**config.mk**
```make
export PLATFORM = sky130hd
export DESIGN_NAME = adc_lane_rr_sched
export DESIGN_NICKNAME = d
export VERILOG_FILES = /design/src/rtl/adc_rx_pkg.sv /design/src/rtl/rr_arb.sv /design/src/rtl/adc_lane_rr_sched.sv
export SDC_FILE = /design/constraint.sdc
export NUM_CORES = 1
export LEC_CHECK = 0
export BUFFER_PORTS_ARGS = -buffer_cell sky130_fd_sc_hd__buf_2
export CAP_MARGIN = 20
export CORE_UTILIZATION = 30
export DETAILED_ROUTE_END_ITERATION = 10
export GPL_TIMING_DRIVEN = 0
export HOLD_SLACK_MARGIN = 0.12
export PLACE_DENSITY_LB_ADDON = 0.15
export SETUP_SLACK_MARGIN = 0.3
export SYNTH_ARGS = -nofsm -noshare
export SYNTH_HDL_FRONTEND = slang
export SYNTH_SLANG_ARGS = --single-unit
```
**constraint.sdc**
```tcl
create_clock -name CLK -period 11 [get_ports CLK]
set_input_delay 2.2 -clock CLK [delete_from_list [all_inputs] [get_ports CLK]]
set_output_delay 2.2 -clock CLK [all_outputs]
set_load 0.005 [all_outputs]
```
**src/rtl/adc_rx_pkg.sv**
```systemverilog
// rtl/adc_rx_pkg.sv - shared ADC sample type and format helper
package adc_rx_pkg;

  localparam int ADC_W = 8;

  typedef logic [ADC_W-1:0] adc_smp_t;

  // Offset binary to two's complement is just an MSB flip.
  function automatic adc_smp_t bo2tc(input adc_smp_t s);
    return {~s[ADC_W-1], s[ADC_W-2:0]};
  endfunction

endpackage

```
**src/rtl/rr_arb.sv**
```systemverilog
// rtl/rr_arb.sv - combinational round-robin arbiter, grants first request strictly after ptr
module rr_arb #(
  parameter int N  = 8,
  parameter int IW = $clog2(N)
) (
  input  logic [N-1:0]  req,
  input  logic [IW-1:0] ptr,
  input  logic          en,
  output logic          gnt_vld,
  output logic [IW-1:0] gnt_idx
);

  int          cand;
  logic [IW-1:0] ci;

  // Walk ptr+1 .. ptr+N; the lane at ptr itself is considered last.
  always_comb begin
    gnt_vld = 1'b0;
    gnt_idx = '0;
    cand    = 0;
    ci      = '0;
    for (int k = 1; k <= N; k++) begin
      cand = (int'(ptr) + k) % N;
      ci   = cand[IW-1:0];
      if (en && !gnt_vld && req[ci]) begin
        gnt_vld = 1'b1;
        gnt_idx = ci;
      end
    end
  end

endmodule

```
**src/rtl/adc_lane_rr_sched.sv**
```systemverilog
// rtl/adc_lane_rr_sched.sv - round-robin merge of PORTS ADC lanes into one sample stream
module adc_lane_rr_sched
  import adc_rx_pkg::*;
#(
  parameter int PORTS = 8,
  parameter int CNT_W = 16
) (
  input  logic                       CLK,
  input  logic                       RST,
  input  logic                       EN,
  input  logic                       CLR,
  input  logic [PORTS-1:0]           FMT_TC,
  input  adc_smp_t [PORTS-1:0]       IN_DATA,
  input  logic [PORTS-1:0]           IN_VALID,
  output adc_smp_t                   OUT_DATA,
  output logic [$clog2(PORTS)-1:0]   OUT_LANE,
  output logic                       OUT_VALID,
  input  logic                       OUT_READY,
  output logic [CNT_W-1:0]           DROP_CNT,
  output logic [PORTS-1:0]           DROP_STICKY
);

  localparam int LW = $clog2(PORTS);

  adc_smp_t          hold_q [PORTS];
  adc_smp_t          hold_d [PORTS];
  logic [PORTS-1:0]  full_q, full_d;
  adc_smp_t          out_data_q, out_data_d;
  logic [LW-1:0]     out_lane_q, out_lane_d;
  logic              out_vld_q, out_vld_d;
  logic [LW-1:0]     ptr_q, ptr_d;
  logic [CNT_W-1:0]  drop_cnt_q, drop_cnt_d;
  logic [PORTS-1:0]  sticky_q, sticky_d;

  logic              free;
  logic              gnt_vld;
  logic [LW-1:0]     gnt_idx;
  logic [PORTS-1:0]  gnt_oh;
  logic [PORTS-1:0]  cap;
  logic [PORTS-1:0]  drop;
  logic [4:0]        n_drop;
  logic [CNT_W+4:0]  cnt_sum;

  assign free = !out_vld_q || OUT_READY;
  assign cap  = IN_VALID & {PORTS{EN}};

  rr_arb #(
    .N  (PORTS),
    .IW (LW)
  ) u_arb (
    .req     (full_q),
    .ptr     (ptr_q),
    .en      (free),
    .gnt_vld (gnt_vld),
    .gnt_idx (gnt_idx)
  );

  // Hold registers: a grant in the same cycle frees the slot for the new sample.
  always_comb begin
    gnt_oh = '0;
    if (gnt_vld) gnt_oh[gnt_idx] = 1'b1;
    n_drop = '0;
    drop   = '0;
    for (int i = 0; i < PORTS; i++) begin
      hold_d[i] = hold_q[i];
      full_d[i] = full_q[i] & ~gnt_oh[i];
      drop[i]   = cap[i] & full_q[i] & ~gnt_oh[i];
      if (cap[i] && (!full_q[i] || gnt_oh[i])) begin
        hold_d[i] = IN_DATA[i];
        full_d[i] = 1'b1;
      end
      n_drop = n_drop + {4'b0, drop[i]};
    end
  end

  // Format conversion uses FMT_TC as seen at grant time.
  always_comb begin
    out_vld_d  = out_vld_q;
    out_data_d = out_data_q;
    out_lane_d = out_lane_q;
    ptr_d      = ptr_q;
    if (free) begin
      out_vld_d = gnt_vld;
      if (gnt_vld) begin
        out_data_d = FMT_TC[gnt_idx] ? bo2tc(hold_q[gnt_idx]) : hold_q[gnt_idx];
        out_lane_d = gnt_idx;
        ptr_d      = gnt_idx;
      end
    end
  end

  // CLR takes priority over any drop in the same cycle.
  always_comb begin
    cnt_sum    = {5'b0, drop_cnt_q} + {{CNT_W{1'b0}}, n_drop};
    drop_cnt_d = (|cnt_sum[CNT_W+4:CNT_W]) ? {CNT_W{1'b1}} : cnt_sum[CNT_W-1:0];
    sticky_d   = sticky_q | drop;
    if (CLR) begin
      drop_cnt_d = '0;
      sticky_d   = '0;
    end
  end

  always_ff @(posedge CLK or posedge RST) begin
    if (RST) begin
      for (int i = 0; i < PORTS; i++) hold_q[i] <= '0;
      full_q     <= '0;
      out_data_q <= '0;
      out_lane_q <= '0;
      out_vld_q  <= 1'b0;
      ptr_q      <= LW'(PORTS - 1);
      drop_cnt_q <= '0;
      sticky_q   <= '0;
    end else begin
      for (int i = 0; i < PORTS; i++) hold_q[i] <= hold_d[i];
      full_q     <= full_d;
      out_data_q <= out_data_d;
      out_lane_q <= out_lane_d;
      out_vld_q  <= out_vld_d;
      ptr_q      <= ptr_d;
      drop_cnt_q <= drop_cnt_d;
      sticky_q   <= sticky_d;
    end
  end

  assign OUT_DATA    = out_data_q;
  assign OUT_LANE    = out_lane_q;
  assign OUT_VALID   = out_vld_q;
  assign DROP_CNT    = drop_cnt_q;
  assign DROP_STICKY = sticky_q;

endmodule

```
==> results.cfg, run 1 <==
[place]
gp_congestion = 0.802
place_inst = 953
placed_cell_area_sq_um = 7310
port_buffers = 119
place_hpwl_mm = 14.2
dp_slack_ps = 1830

[global_routing]
grt_pass1_wl_mm = 29.5
grt_antenna_before_repair = 0
grt_pass1_vias = 5215
overflow = 0
grt_usage_pct = 17.7
grt_start_max_net_pins = 65

[clock_network]
path_clk_slew_ps = 80
cts_sinks = 111
cts_tree = done
h-tree-depth = 3
numCtsBuffers = 9
cts_resized = 0
postCtsHoldBufs = 0
clockBufferDepth = 2
cts-root-buf = clkbuf_16
post_cts_buffers = 0
clock_latency_ps = 360

[synthesis]
synth.cell_area_sq_um = 6350
synth_adder_area_share_pct = 3.15
synthFlopType = dfrtp_1
synth_edf_count = 0
synth_fp_nets = 661
synth_top_family_by_area = multiplexers
synth.area.mux_share_pct = 24.0
syn_inst = 563
ys_seq_area_share_pct = 43.8
syn_area_per_cell_sq_um = 11.3
synth_xor_area_share_pct = 3.03
async_reset_ff_share_pct = 100
synth_compound_area_share_pct = 12.3
ys_ff_latch = 111
ys.warnings.count = 0
yosys.area_share.simple_pct = 10.8
netlist-cell-type-count = 62

[setup_path]
worstSetupPathType = input pin to flip-flop
cp_data_arrival_time_ps = 9010
r2r_slack_ps = 2260
cpMostUsedCell = fa_1
setup.worst_path.start_class = input pin
reg2reg_depth = 28
crit_path_max_fanout = 10
crit_end = DROP_CNT[7]$_DFF_PP0_
critPathMaxStageDelay_ps = 590
path_delay_family = adder cells
crit_buf_inv = 5
cp_num_cells = 24
required_ps = 11220
crit_start = OUT_READY
regToRegEndpoint = DROP_CNT[7]$_DFF_PP0_
slowest_stage = or4_4
critical_path.endpoint_type = flip-flop
regToRegStartpoint = ptr_q[0]$_DFFE_PP1P_
crit_chain = buf_2 -> nor2b_1 -> clkbuf_1 -> nor2_1 -> a32o_1 -> nand3b_1 -> or4_4 -> or3_4 -> a211o_1 -> nand2_1 -> nor2_1 -> fa_1 -> inv_1 -> fa_1 -> inv_1 -> fa_1 -> fa_1 -> fa_1 -> a21o_1 -> a21oi_1 -> nand2b_1 -> or3_1 -> clkbuf_1 -> a21oi_1

[finish]
nets = 792
fin_area_sq_um = 7630
fin_cells = 969
drive_above_1_share_pct = 37.2
n_fill_cell = 2058
syn_to_final_growth_pct = 20.1
num_antenna_cells = 0
finalCoreUtilization_pct = 37.2

[power]
finalPower_mw = 2.79
p_leak_nw = 3.38
p_per_area_nw_per_um2 = 365
peakVddDrop_uv = 181

[route]
drt.antenna.violating_nets = 0
routed_via_density = 5.14
drt-total-wl_mm = 18.6
drc = 0
drt-pass1-iter-count = 4
via_count = 4981
drtIter0Drc = 254
wire_per_inst_um = 19.2

[die]
io_pins = 121
die_h_um = 148
dieWidth_um = 148
fp.coreArea_sq_um = 20500
dieArea_sq_um = 21800
rows = 52
initial_core_util_pct = 31.0

[timing]
skew_ps = 11.7
hold_slack_ps = 492
rsz0062_at_grt = false
period_minus_slack_ps = 8800
finalWorstSetupSlack_ps = 2200
finalHoldViolCount = 0
fmax_ghz = 0.114
slew_headroom_pct = 50.1
final_max_slew_viol_count = 0
finalSetupViolations = 0
fin_crit_sh_pct = 80.0
setup_tns_ps = 0
worstMarginPinSlew_ps = 740

[run]
drv_cap = 0

[min_path]
whs_path_depth = 2
hp-class = flip-flop to flip-flop
worst_hold_startpoint = OUT_LANE[1]$_DFFE_PP0P_

[outcome]
outcome = finished clean
==> cells by family (layout without fill, tap and decap cells) <==
family,Yosys count,count (layout)
and+or+nand+nor,139,139
muxes,130,130
DFF,111,111
AOI/OAI and AO/OA,103,103
buffers and inverters,45,181
xor gates and xnor gates,22,22
adders and majority gates,13,13
==> power breakdown <==
part	leakage [nW]	internal, mW	switching [mW]
Combinational	1.88	0.764	0.994
Sequential	1.35	0.597	0.0860
Clock	0.155	0.187	0.160
Total	3.38	1.55	1.24
==> worst min path at each step <==
stage | endpoint | slack (ps)
5_1_grt | hold_q[53]$_DFFE_PP0P_ | 520
3_5_place_dp | OUT_LANE[1]$_DFFE_PP0P_ | 480
2_1_floorplan | hold_q[46]$_DFFE_PP0P_ | 450
3_3_place_gp | OUT_LANE[1]$_DFFE_PP0P_ | 460
4_1_cts | OUT_LANE[1]$_DFFE_PP0P_ | 490
6_report | OUT_LANE[1]$_DFFE_PP0P_ | 490
==> flip-flops by register name, indices dropped and copies added (netlist names) <==
signal,cells
DROP_CNT,16
hold_q,64
DROP_STICKY,8
OUT_VALID,1
full_q,8
ptr_q,3
OUT_LANE,3
OUT_DATA,8
==> worst register-to-register path, delay by kind of cell, from the launching register on <==
family	cells	cell delay (ps)
AND/OR/NAND/NOR	7	1980
flip-flops	1	530
AO/OA/AOI/OAI	5	1120
buffers and inverters	8	1620
adder cells (fa/ha/maj)	6	2830
multiplexers	2	500
==> cell usage after synthesis (4+ instances only) <==
cell	count	area [sq um]
a21oi_1	23	115
a21oi_4	6	97.6
a41oi_1	5	43.8
and3_1	6	37.5
buf_2	7	35.0
clkbuf_1	17	63.8
dfrtp_1	108	2700
fa_1	5	100
ha_1	8	100
inv_1	15	56.3
mux2_1	4	45.0
mux2_2	82	923
mux2i_1	35	350
mux4_2	9	203
nand2_1	47	176
nand2b_1	4	25.0
nand3_1	12	60.1
nand4_1	4	25.0
nor2_1	33	124
nor2b_1	5	31.3
nor3_1	8	40.0
o21ai_0	9	45.0
o21ai_1	4	20.0
o22ai_1	12	75.1
o31ai_1	6	45.0
or4_4	4	45.0
xnor2_1	17	149
xor2_1	5	43.8
==> routing by layer <==
layer / up-vias / part of all wire [%] / global-route usage [%]
met3: 15 / 3.6 / 3.15
met5: - / 0 / 0
met1: 2523 / 44 / 22.8
met4: 0 / 2.0 / 6.44
li1: 2335 / - / -
met2: 108 / 51 / 29.8
==> cell type report <==
cell class	count	area (sq um)	area share, %
Tap cell	270	338	4.43
Sequential cell	111	2780	36.5
Clock buffer	10	239	3.13
Buffer	29	129	1.69
Multi-Input combinational cell	407	3380	44.3
Timing Repair Buffer	120	623	8.17
Clock inverter	6	76.3	1.00
Inverter	16	62.6	0.820
==> placed cells by master, fill, tap and decap left out, types with 5 or more instances in the layout <==
cell       synthesis  layout
inv_1             15      14
nor2b_1            5       5
nand2_1           47      47
mux4_2             9       9
a41oi_1            5       5
nand3_1           12      12
o22ai_1           12      12
nor2_1            33      33
clkbuf_1          17      17
dfrtp_1          108     108
mux2i_1           35      35
and3_1             6       6
xnor2_1           17      17
fa_1               5       5
a21oi_4            6       6
a21oi_1           23      23
o31ai_1            6       6
buf_2              7     126
xor2_1             5       5
o21ai_0            9       9
mux2_2            82      82
clkbuf_16          0       9
ha_1               8       8
nor3_1             8       8
Power figures use the tool's default switching activity.
==> inputs of run 2 (changes only) <==
Settings changed: ABC_AREA set to 1.
Clock period 11 ns to 8.35 ns, I/O delays scaled along.
==> run 2 against run 1 <==
Against the previous run:
- global-route usage increased by 0.45 points
- final cell count increased by 29%
- design area increased by 0.89%
- first-iteration DRC count increased by 26%
- count of clock-buffer cells in the layout unchanged
- via count increased by 16%
==> results.cfg, run 2 <==
[setup_path]
critPathMaxStageDelay_ps = 540
reg2reg_depth = 37
cpMostUsedCell = inv_1
setup.worst_path.start_class = input pin
worstSetupPathType = input pin to flip-flop
cp_data_arrival_time_ps = 7750
required_ps = 8610
crit_path_max_fanout = 10
critical_path.endpoint_type = flip-flop
slowest_stage = fa_1

[finish]
syn_to_final_growth_pct = 20.7
nets = 1073
mostFrequentLayoutCells = nand2_1, buf_2, dfrtp_1, nand3_1, nor2_1
num_antenna_cells = 0
layout_commonest_cell = nand2_1
drive_above_1_share_pct = 21.9
largest_register_ffs = 64
regMostFlops = hold_q

[die]
dieWidth_um = 148
fp.coreArea_sq_um = 20600
io_pins = 121
initial_core_util_pct = 31.0
die_h_um = 148
rows = 52
dieArea_sq_um = 21800

[timing]
fmax_ghz = 0.134
slew_headroom_pct = 48.6
period_minus_slack_ps = 7490
final_max_slew_viol_count = 0
rsz0062_at_grt = false
setup_tns_ps = 0
finalHoldViolCount = 0
worstMarginPinSlew_ps = 771
fin_crit_sh_pct = 89.7
skew_ps = 8.09
finalSetupViolations = 0

[clock_network]
numCtsBuffers = 9
cts_sinks = 111
cts-root-buf = clkbuf_16
cts_tree = done
postCtsHoldBufs = 0
h-tree-depth = 3
clock_latency_ps = 360
clockBufferDepth = 2
path_clk_slew_ps = 80
post_cts_buffers = 0

[route]
drt.antenna.violating_nets = 0
drc = 0
drt-pass1-iter-count = 5
via_count = 5755
drt-total-wl_mm = 19.2
wire_per_inst_um = 15.4
routed_via_density = 4.60
drtIter0Drc = 320

[global_routing]
grt_pass1_wl_mm = 30.3
overflow = 0
grt_pass1_vias = 5643
grt_antenna_before_repair = 0
grt_usage_pct = 18.2
grt_start_max_net_pins = 93

[synthesis]
synthDominantCellAreaShare_pct = 42.4
ys.warnings.count = 0
synthFlopType = dfrtp_1
syn_area_per_cell_sq_um = 7.55
synth_edf_count = 0
ys_top_cells_by_count = nand2_1, dfrtp_1, nand3_1, nor2_1, inv_1
async_reset_ff_share_pct = 100
synth_largest_area_cell = dfrtp_1
netlist-cell-type-count = 44
ys_seq_area_share_pct = 43.6
synth.cell_area_sq_um = 6370
ys_ff_latch = 111
synth_area_leaders = dfrtp_1, nand2_1, nand3_1, nor2_1, inv_1
syn_inst = 844
yosysMostFrequentCell = nand2_1
synth_fp_nets = 942

[outcome]
outcome = finished clean

[run]
drv_cap = 0

[place]
gp_congestion = 0.880
port_buffers = 119
place_hpwl_mm = 14.8

[min_path]
hp-class = flip-flop to flip-flop
whs_path_depth = 2
## run 2: routing by layer
| metal | up-vias | part of all wire, % | global-route usage, % |
|---|---|---|---|
| met5 | - | 0 | 0 |
| met1 | 2642 | 47 | 24.8 |
| met4 | 0 | 1.6 | 6.08 |
| met3 | 17 | 5.0 | 3.40 |
| li1 | 2965 | - | - |
| met2 | 131 | 46 | 28.9 |
## run 2: path summary, 6_finish.rpt
kind	endpoint	from	slack, ps
max	DROP_CNT[14]$_DFF_PP0_	OUT_READY	860
min	hold_q[47]$_DFFE_PP0P_	hold_q[47]$_DFFE_PP0P_	470
max reg2reg	DROP_CNT[14]$_DFF_PP0_	ptr_q[1]$_DFFE_PP1P_	890
min reg2reg	hold_q[47]$_DFFE_PP0P_	hold_q[47]$_DFFE_PP0P_	470
max in group asynchronous	ptr_q[0]$_DFFE_PP1P_	RST	6380
min in group asynchronous	hold_q[51]$_DFFE_PP0P_	RST	1240
## run 2: area by class of cell
class                   instances  area [sq um]
plain buffers                  22           135
clock buffers                  10           239
clock inverters                 6          90.1
fillers                      2268         12900
inverters                      80           308
multi-input cells             631          3180
flip-flops and latches        111          2780
well taps                     270           338
repair buffers                120           623
## run 2: through the flow
stage | util, % | worst slack [ps] | instances | hold WS, ps | cell area, sq um
floorplan | - | 1310 | 844 | 433 | 6370
CTS | 37.3 | 385 | 1250 | 472 | 7670
detailed placement | 35.7 | 7.18 | 1234 | 453 | 7340
global route | 37.4 | 340 | 1250 | 480 | 7700
global placement | 35.5 | 63.7 | 1233 | 449 | 7310
finish | 37.4 | 863 | 1250 | 467 | 7700
## run 2: cell families after synthesis
logic type,after synthesis,share of synthesized area (%)
AOI/OAI and AO/OA,86,7.97
buffers and inverters,102,6.87
xor gates and xnor gates,11,1.86
DFF,111,43.6
and+or+nand+nor,521,36.5
adders and majority gates,13,3.14
## run 2: repair_timing
item                                    CTS  global route
endpoints found under the setup margin    0            15
endpoints found under the hold margin     0             0
gates resized for setup                   0             5
## run 2: critical path, delay by kind of cell
kind	cells	cell delay [ps]
compound gates	3	680
simple gates	16	1640
buf+inv	11	1300
fa+ha+maj	5	2450
Power of run 2 is left out: the tool's default activity adds up to more than one toggle a clock period on the data nets, which glitch-free logic cannot reach.
